File: src/rtl/tlul_sram_responder.sv
// TL-UL device-side responder for a single-cycle-latency SRAM macro.
// Requests are screened, issued to the SRAM in the accept cycle, staged for
// one cycle while read data comes back, then queued in an in-order response
// FIFO that drives channel D.

package tlul_pkg;
    localparam int TL_AIW = 8;
    localparam int TL_DUW = 14;

    localparam logic [2:0] PUT_FULL_DATA    = 3'd0;
    localparam logic [2:0] PUT_PARTIAL_DATA = 3'd1;
    localparam logic [2:0] GET              = 3'd4;
    localparam logic [2:0] ACCESS_ACK       = 3'd0;
    localparam logic [2:0] ACCESS_ACK_DATA  = 3'd1;

    localparam logic [TL_DUW-1:0] TL_D_USER_DEFAULT = '0;

    typedef struct packed {
        logic              a_valid;
        logic [2:0]        a_opcode;
        logic [2:0]        a_param;
        logic [1:0]        a_size;
        logic [TL_AIW-1:0] a_source;
        logic [31:0]       a_address;
        logic [3:0]        a_mask;
        logic [31:0]       a_data;
        logic              d_ready;
    } tl_h2d_t;

    typedef struct packed {
        logic              d_valid;
        logic [2:0]        d_opcode;
        logic [2:0]        d_param;
        logic [1:0]        d_size;
        logic [TL_AIW-1:0] d_source;
        logic              d_sink;
        logic [31:0]       d_data;
        logic [TL_DUW-1:0] d_user;
        logic              d_error;
        logic              a_ready;
    } tl_d2h_t;
endpackage

module tlul_sram_responder
    import tlul_pkg::*;
#(
    parameter int Depth    = 256,
    parameter int RspDepth = 4,
    localparam int AW      = $clog2(Depth)
) (
    input  logic           clk_i,
    input  logic           rst_i,
    input  tl_h2d_t        tl_i,
    output tl_d2h_t        tl_o,
    output logic           mem_req_o,
    output logic           mem_we_o,
    output logic [AW-1:0]  mem_addr_o,
    output logic [31:0]    mem_wdata_o,
    output logic [3:0]     mem_wmask_o,
    input  logic [31:0]    mem_rdata_i
);

    localparam int CW = $clog2(RspDepth + 1);
    localparam int PW = $clog2(RspDepth);

    typedef struct packed {
        logic              is_read;
        logic              error;
        logic [TL_AIW-1:0] source;
        logic [1:0]        size;
        logic [31:0]       data;
    } rsp_t;

    // Request screening and acceptance
    logic          a_ready;
    logic          accept;
    logic          req_err;
    logic          bad_op;
    logic          bad_size;
    logic          misaligned;
    logic          out_of_range;
    logic          bad_mask;
    logic [CW:0]   occ;

    // Stage register: one entry waiting for SRAM read data
    logic              stage_valid;
    logic              stage_is_read;
    logic              stage_error;
    logic [TL_AIW-1:0] stage_source;
    logic [1:0]        stage_size;

    // Response FIFO
    rsp_t          fifo_mem [RspDepth];
    rsp_t          push_entry;
    logic [PW-1:0] wr_ptr;
    logic [PW-1:0] rd_ptr;
    logic [CW-1:0] count;
    logic          push;
    logic          pop;
    logic          d_valid;

    // Fields of the request that the responder has no use for
    logic unused_fields;
    assign unused_fields = ^tl_i.a_param;

    function automatic logic [PW-1:0] ptr_inc(input logic [PW-1:0] p);
        return (p == PW'(RspDepth - 1)) ? '0 : p + 1'b1;
    endfunction

    // The staged entry still owns a FIFO slot, so it is counted in occupancy;
    // this keeps a_ready purely registered.
    assign occ     = {1'b0, count} + (CW + 1)'(stage_valid);
    assign a_ready = occ < (CW + 1)'(RspDepth);
    assign accept  = tl_i.a_valid & a_ready;

    // Protocol and range screening of the incoming request
    always_comb begin
        bad_op       = !((tl_i.a_opcode == GET) ||
                         (tl_i.a_opcode == PUT_FULL_DATA) ||
                         (tl_i.a_opcode == PUT_PARTIAL_DATA));
        bad_size     = tl_i.a_size > 2'd2;
        misaligned   = |tl_i.a_address[1:0];
        out_of_range = tl_i.a_address >= 32'(Depth * 4);
        bad_mask     = (tl_i.a_opcode == PUT_FULL_DATA) && (tl_i.a_mask != 4'hf);
        req_err      = bad_op | bad_size | misaligned | out_of_range | bad_mask;
    end

    // SRAM strobe is gated by reset so it drops without waiting for a clock
    assign mem_req_o   = accept & ~req_err & ~rst_i;
    assign mem_we_o    = mem_req_o & (tl_i.a_opcode != GET);
    assign mem_addr_o  = tl_i.a_address[AW+1:2];
    assign mem_wdata_o = tl_i.a_data;
    assign mem_wmask_o = tl_i.a_mask;

    // Stage register captures the accepted request's response attributes
    always_ff @(posedge clk_i or posedge rst_i) begin
        if (rst_i) begin
            stage_valid   <= 1'b0;
            stage_is_read <= 1'b0;
            stage_error   <= 1'b0;
            stage_source  <= '0;
            stage_size    <= '0;
        end else begin
            stage_valid <= accept;
            if (accept) begin
                stage_is_read <= (tl_i.a_opcode == GET);
                stage_error   <= req_err;
                stage_source  <= tl_i.a_source;
                stage_size    <= tl_i.a_size;
            end
        end
    end

    // Build the FIFO entry; SRAM read data is valid now, one cycle after the strobe
    always_comb begin
        push_entry         = '0;
        push_entry.is_read = stage_is_read;
        push_entry.error   = stage_error;
        push_entry.source  = stage_source;
        push_entry.size    = stage_size;
        if (stage_is_read) begin
            push_entry.data = stage_error ? 32'hFFFF_FFFF : mem_rdata_i;
        end
    end

    assign push    = stage_valid;
    assign d_valid = (count != '0);
    assign pop     = d_valid & tl_i.d_ready;

    // FIFO storage; contents are only observed through the valid-gated head
    always_ff @(posedge clk_i) begin
        if (push) begin
            fifo_mem[wr_ptr] <= push_entry;
        end
    end

    // FIFO pointers and occupancy count
    always_ff @(posedge clk_i or posedge rst_i) begin
        if (rst_i) begin
            wr_ptr <= '0;
            rd_ptr <= '0;
            count  <= '0;
        end else begin
            if (push) wr_ptr <= ptr_inc(wr_ptr);
            if (pop)  rd_ptr <= ptr_inc(rd_ptr);
            case ({push, pop})
                2'b10:   count <= count + 1'b1;
                2'b01:   count <= count - 1'b1;
                default: count <= count;
            endcase
        end
    end

    // Channel D driven from the FIFO head; fields are zero while idle
    always_comb begin
        tl_o         = '0;
        tl_o.a_ready = a_ready;
        tl_o.d_user  = TL_D_USER_DEFAULT;
        if (d_valid) begin
            tl_o.d_valid  = 1'b1;
            tl_o.d_opcode = fifo_mem[rd_ptr].is_read ? ACCESS_ACK_DATA : ACCESS_ACK;
            tl_o.d_size   = fifo_mem[rd_ptr].size;
            tl_o.d_source = fifo_mem[rd_ptr].source;
            tl_o.d_data   = fifo_mem[rd_ptr].data;
            tl_o.d_error  = fifo_mem[rd_ptr].error;
        end
    end

endmodule

File: config.mk
export PLATFORM = sky130hd
export DESIGN_NAME = tlul_sram_responder
export DESIGN_NICKNAME = d
export VERILOG_FILES = /design/src/rtl/tlul_sram_responder.sv
export SDC_FILE = /design/constraint.sdc
export NUM_CORES = 1
export LEC_CHECK = 0
export ABC_AREA = 1
export CORE_MARGIN = 3
export CORE_UTILIZATION = 35
export CTS_BUF_LIST = sky130_fd_sc_hd__clkbuf_16
export CTS_CLUSTER_SIZE = 16
export DETAILED_ROUTE_END_ITERATION = 7
export GPL_ROUTABILITY_DRIVEN = 0
export SETUP_SLACK_MARGIN = 0.4
export SYNTH_ARGS = -nofsm -noshare
export SYNTH_HDL_FRONTEND = slang
export SYNTH_SLANG_ARGS = --single-unit
File: constraint.sdc
create_clock -name clk_i -period 2.79 [get_ports clk_i]
set_clock_uncertainty 0.05 [all_clocks]
set_input_delay 0.558 -clock clk_i [delete_from_list [all_inputs] [get_ports clk_i]]
set_output_delay 0.558 -clock clk_i [all_outputs]
set_load 0.005 [all_outputs]
## Word level (Yosys, flattened, before mapping)

Memory sizes are Yosys's and may differ from the RTL's.
Cells that the tools add are included.

| operators by class | value |
|---|---|
| $add $sub $neg | 5 |
| magnitude comparators | 3 |
| equal/unequal tests | 8 |
| mux-type cells | 12 |
| bitwise operators | 11 |
| reduce and logical (&&, ||, !) cells | 8 |

Operator list:

| operator | count |
|---|---|
| two-way mux 32 bit | 3 |
| greater-or-equal comparator 32 x 11 -> 1 bit (second input constant) | 1 |
| two-way mux 10 bit | 1 |
| == test 2 bit (second input constant) | 3 |
| one-hot mux 3 bit (2 select lines) | 1 |
| AND 1 bit | 5 |
| adder 2 x 1 -> 2 bit (second input constant) | 2 |
| adder 3 x 1 -> 4 bit | 1 |
| less-than comparator 4 x 3 -> 1 bit (second input constant) | 1 |
| two-way mux 1 bit | 4 |
| two-way mux 2 bit | 2 |
| two-way mux 4 bit | 1 |
| != test 4 bit (second input constant) | 1 |
| bitwise OR 1 bit | 4 |
| adder 3 x 1 -> 3 bit (second input constant) | 1 |
| == test 3 x 1 -> 1 bit (second input constant) | 1 |
| == test 3 bit (second input constant) | 1 |
| zero test 3 bit | 1 |
| != test 3 bit (second input constant) | 1 |
| nonzero test 3 bit | 1 |
| subtractor 3 x 1 -> 3 bit (second input constant) | 1 |
| == test 2 x 1 -> 1 bit (second input constant) | 1 |
| greater-than comparator 2 bit (second input constant) | 1 |
| logical OR 1 bit | 2 |
| 5 further kinds | 6 |

| storage, ports and cells | value |
|---|---|
| bits in registers | 20 |
| bits in writable memories | 176 |
| input port bits | 120 |
| output and inout bits | 112 |
| logic and storage cells | 56 |
| memories | 1 |

Memories:

| name | words | width | read ports | clocked after Yosys merged registers in | wr ports | line | source |
|---|---|---|---|---|---|---|---|
| fifo_mem | 4 | 44 | 1 | 0 | 1 | 93 | `rsp_t fifo_mem [RspDepth];` |

## Logic depth before layout (Yosys ltp)

| logic depth | value |
|---|---|
| depth in word-level cells | 12 |
| gate-level depth with buffers | 9 |

## Worst setup path before layout

Ideal clock, no wire load.

| path | value |
|---|---|
| kind | register to register |
| from | register wr_ptr[0] |
| to | memory fifo_mem[2][0] in the netlist's numbering (enable) |
| setup time | 398 ps |
| arrival time | 1527 ps |
| path slack | 815 ps |
| cell stages (with the launch flop) | 5 |
| buffers on the path | 0 |
| clock period less this slack | 1975 ps |
| cells stage by stage | dfrtp_1 -> inv_1 -> ha_1 -> nand2_1 -> inv_1 |

RTL lines:

| item | line | source |
|---|---|---|
| start: declaration | 95 | `logic [PW-1:0] wr_ptr;` |
| start signal: assignment | 184 | `if (push) wr_ptr <= ptr_inc(wr_ptr);` |
| end: declaration | 93 |  |

No word-level cell before the write port.

==> results <==
- At the pin with the least slew margin, the transition time is 0.7660 ns.
- The number of antenna diodes in the final layout is 0.
- The destination of the worst register-to-register timing path is count[2].
- The critical path contains buffers and inverters numbering 4 combined.
- The delay of the slowest cell on the worst path is 0.53 ns.
- The max capacitance violation total is 0.
- The core region is 0.02389 mm².
- The die is 163.2 µm wide.
- Clock-pin slew was measured on the worst setup and hold paths at 0.07 ns.
- For this run, design rule violations remaining after detail routing come to 0.
- The cell family contributing the most delay on the critical path is buffers and inverters.
- The number of buffers inserted during clock tree synthesis is 17.
- The final-report hold violation count is 0.
- For this run, the number of Yosys warnings is 0.
- The worst-case headroom to the max-slew limit is 48.93%.
- The average instance in the mapped netlist occupies 10.79 µm².
- The H-tree was split into 4 levels.
- Setup repair after global routing could not meet its margin everywhere.
- Detailed routing placed a total of 1169 µm of wire on met3.
- The routed via count divided by cell count is 4.761.
- The routed length on met1 is 9767 µm.
- The amount of wire on met2 after detailed routing is 10630 µm.
- Routed signal wires occupy layers up through met4.
- The detail route stage leaves a number of antenna-violating nets equal to 0.
- The all-layer global routing usage is 16.38%.
- The critical path runs through a total of 8 cells.
- The signal on the critical path passes through buf_6 -> buf_12 -> buf_16 -> nor2_4 -> nor2_1 -> o21ai_1 -> a21oi_2 -> buf_2.
- After layout, the design draws a total of 12.43 mW.
- The power per unit of standard cell area is 1061 mW/mm².
- The initial antenna violation count came to 0.
- TritonCTS built the clock tree.
- The reg-to-reg startpoint is count[1].
- In this run the register-to-register setup slack is 0.70 ns.
- Hold is met by 0.4640 ns.
- The critical path starts at rd_ptr[0].
- Row generation in the floorplan step produced 56 rows.
- The worst hold path belongs to the class register to register.
- The count of buffers from port buffering is 128.
- Relative to the synthesized area, the layout overhead comes to 35.49%.
- The sequential-to-total area share from yosys stat is 66.87%.
- The run finished with clean final reports.
- The global-route wire length before repair is 32970 µm.
- Pin placement for this block handled 232 I/O pins.
- The maximum fanout along the worst path is 7.
- The total detailed-routing wirelength is 21870 µm.
- Summing every instance area after synthesis gives 0.008652 mm².
- In the final design database the tool counted 1056 nets.
- Synthesis handed over a netlist of 802 instances.
- The estimated wirelength of the detail-placed design is 11690 µm.
- The leakage power of the design is 4.386 nW.
- After synthesis the netlist holds a flip-flop and latch count of 196.
- The share of total power in the clock network is 17.5%.
- Counting distinct cell types in the post-synthesis netlist gives 27.
- The detailed-router iteration count before antenna repair is 5.
- The sort of element at the end of the critical path is a primary output.
- Counting cells, the worst reg-to-reg path comes to 9.
- The worst voltage drop across the vdd grid is 0.0005457 V.
- The critical path data required time is 2.18 ns.
- The insertion delay to the later sink of the worst-skew pair is 0.43 ns.
- The fraction of power consumed by combinational cells is 47.6%.
- The internal power contribution is 7.882 mW.
- The slowest stage of the critical path is the sky130_fd_sc_hd__dfrtp_4 cell.
- The count of hold-fix buffers inserted at cts is 0.
- The total via count in the routed design is 6003.
- The die area is 0.02664 mm².
- The worst setup path is of the register to primary output kind.
- The TritonCTS sink count is 196.
- No sink is reached through more buffers than the 2 on the longest clock path.
- The sequential group share of total power is 35.0%.
- Timing would allow up to 410.1 MHz.
- The die is 163.2 µm tall.
- In the final routed layout, each cell accounts on average for 17.34 µm.
- The starting utilization of the core area is 36.21%.
- For the finished layout, the period the worst path requires is 2.439 ns.
- The sum of negative setup slack is 0 ns.
- The detailed router finished its first iteration with 410 violations.
- The via count of the first global-routing pass was 5948.
- Setup violations remaining at the end of the flow were counted as 0.
- Fill cells in the final layout number 2183.
- Data arrives at the worst endpoint at 1.83 ns.
- In this run the worst setup path terminates at tl_o[54].
- The final-report max-slew violation count is 0.
- Of the total power, the share spent switching nets is 36.60%.
- Global routing finished with a remaining overflow of 0.
- The post-route fraction of the period consumed by the critical path is 87.40%.
- Entering global routing, the biggest net connects 38 pins.
- The type of origin of the critical path is a register.
- In this run the power spent charging and discharging nets is 4.550 mW.
- The clock root buffer is sky130_fd_sc_hd__clkbuf_16.
- Of the cells placed in the final design, the portion with a size suffix greater than 1 is 28.98%.
per-stage QoR:
step	setup slack, ns	cells	util [%]	instance area, µm²
6_report	0.3515	1261	49.06	11720
3_5_place_dp	0.03299	1184	41.85	9998
5_1_grt	0.2560	1261	49.06	11720
4_1_cts	0.3173	1255	47.61	11380
2_1_floorplan	0.8148	821	-	8723
3_3_place_gp	0.03609	1184	41.85	9998
synthesized netlist by cell type (all sizes together):
cell    count  area share, %
nor3        1           0.19
o21a        1          0.087
xor2        1           0.10
nand3       2           0.12
nor3b       1          0.087
or2         1          0.072
o21ai      95            5.5
buf        94            7.5
ha          6           0.87
edfxtp    176             61
clkbuf     14           0.61
and2        1          0.072
nand2      56            2.5
a21oi      46            2.7
conb        1          0.043
fa          1           0.23
inv        23            1.0
dfrtp      20            5.8
nor2      261             11
xnor2       1           0.10
cell families (layout without fill, tap and decap cells):
kind of cell	count (synthesis)	in the layout	share of synthesized area (%)
flops	196	196	66.87
simple gates	323	323	14.37
xor+xnor	2	2	0.2025
fa+ha+maj	7	7	1.099
other cells	1	20	0.04334
compound gates	142	142	8.243
buf+inv	131	252	9.168
worst reg2reg max path, delay by kind of cell, from the launching register on:
family,cells,cell delay (ns)
DFF,1,0.44
buffers and inverters,2,0.26
AOI/OAI and AO/OA,2,0.25
adders and majority gates,2,0.56
xor gates and xnor gates,1,0.16
and+or+nand+nor,2,0.27
power by group through the flow:
stage	Combinational, mW	Clock (mW)	Sequential (mW)
6_report	5.91	2.17	4.35
5_1_grt	6.45	2.33	4.40
4_1_cts	5.58	2.21	4.32
3_5_place_dp	4.35	0	4.37
3_3_place_gp	4.32	0	4.36
2_1_floorplan	2.32	0	4.25
layout make-up:
type / count / area [µm²] / share of cell area (%)
clock buffer: 17 / 425.4 / 3.629
clock inverter: 15 / 92.59 / 0.7898
inverter: 23 / 117.6 / 1.003
multi-input combinational: 494 / 2744 / 23.41
sequential: 196 / 5793 / 49.42
tap: 319 / 399.1 / 3.405
timing repair buffer: 196 / 2135 / 18.21
timing repair inverter: 1 / 16.27 / 0.1388
per-layer routing:
metal / vias to the layer above / GRT usage (%)
li1: 2875 / -
met5: - / 0
met3: 27 / 3.348
met1: 2909 / 21.61
met2: 192 / 27.59
met4: 0 / 4.498
what timing repair did:
item | 4_1_cts | 5_1_grt
buffers inserted | 25 | 4
pin swaps | 82 | 73
endpoints found under the setup margin | 47 | 47
resized for setup | 370 | 91
cloned | 14 | 2
cells in the final DEF (no fill, tap or decap), types with 27 or more instances in the layout:
master / instances
sky130_fd_sc_hd__a21oi_1: 29
sky130_fd_sc_hd__buf_2: 45
sky130_fd_sc_hd__buf_4: 27
sky130_fd_sc_hd__clkdlybuf4s50_1: 72
sky130_fd_sc_hd__edfxtp_1: 176
sky130_fd_sc_hd__nand2_1: 55
sky130_fd_sc_hd__nor2_1: 184
sky130_fd_sc_hd__nor2_2: 29
sky130_fd_sc_hd__nor2_4: 48
sky130_fd_sc_hd__o21ai_1: 52
how the worst min path moves through the flow:
stage | end | start | cells after the start
3_3_place_gp | fifo_mem[3][41] | stage_source[7] | 0
4_1_cts | stage_source[7] | rst_i | 3
2_1_floorplan | fifo_mem[0][42] | stage_error | 0
5_1_grt | count[2] | rst_i | 3
3_5_place_dp | fifo_mem[3][34] | stage_source[0] | 0
6_report | fifo_mem[3][34] | stage_source[0] | 0
state kept, by name (all words and copies together) (netlist names):
register,cells
stage_error,1
stage_source,8
count,3
push,1
stage_is_read,1
stage_size,2
rd_ptr,2
wr_ptr,2
fifo_mem,176
(Power assumes the default switching activity.)
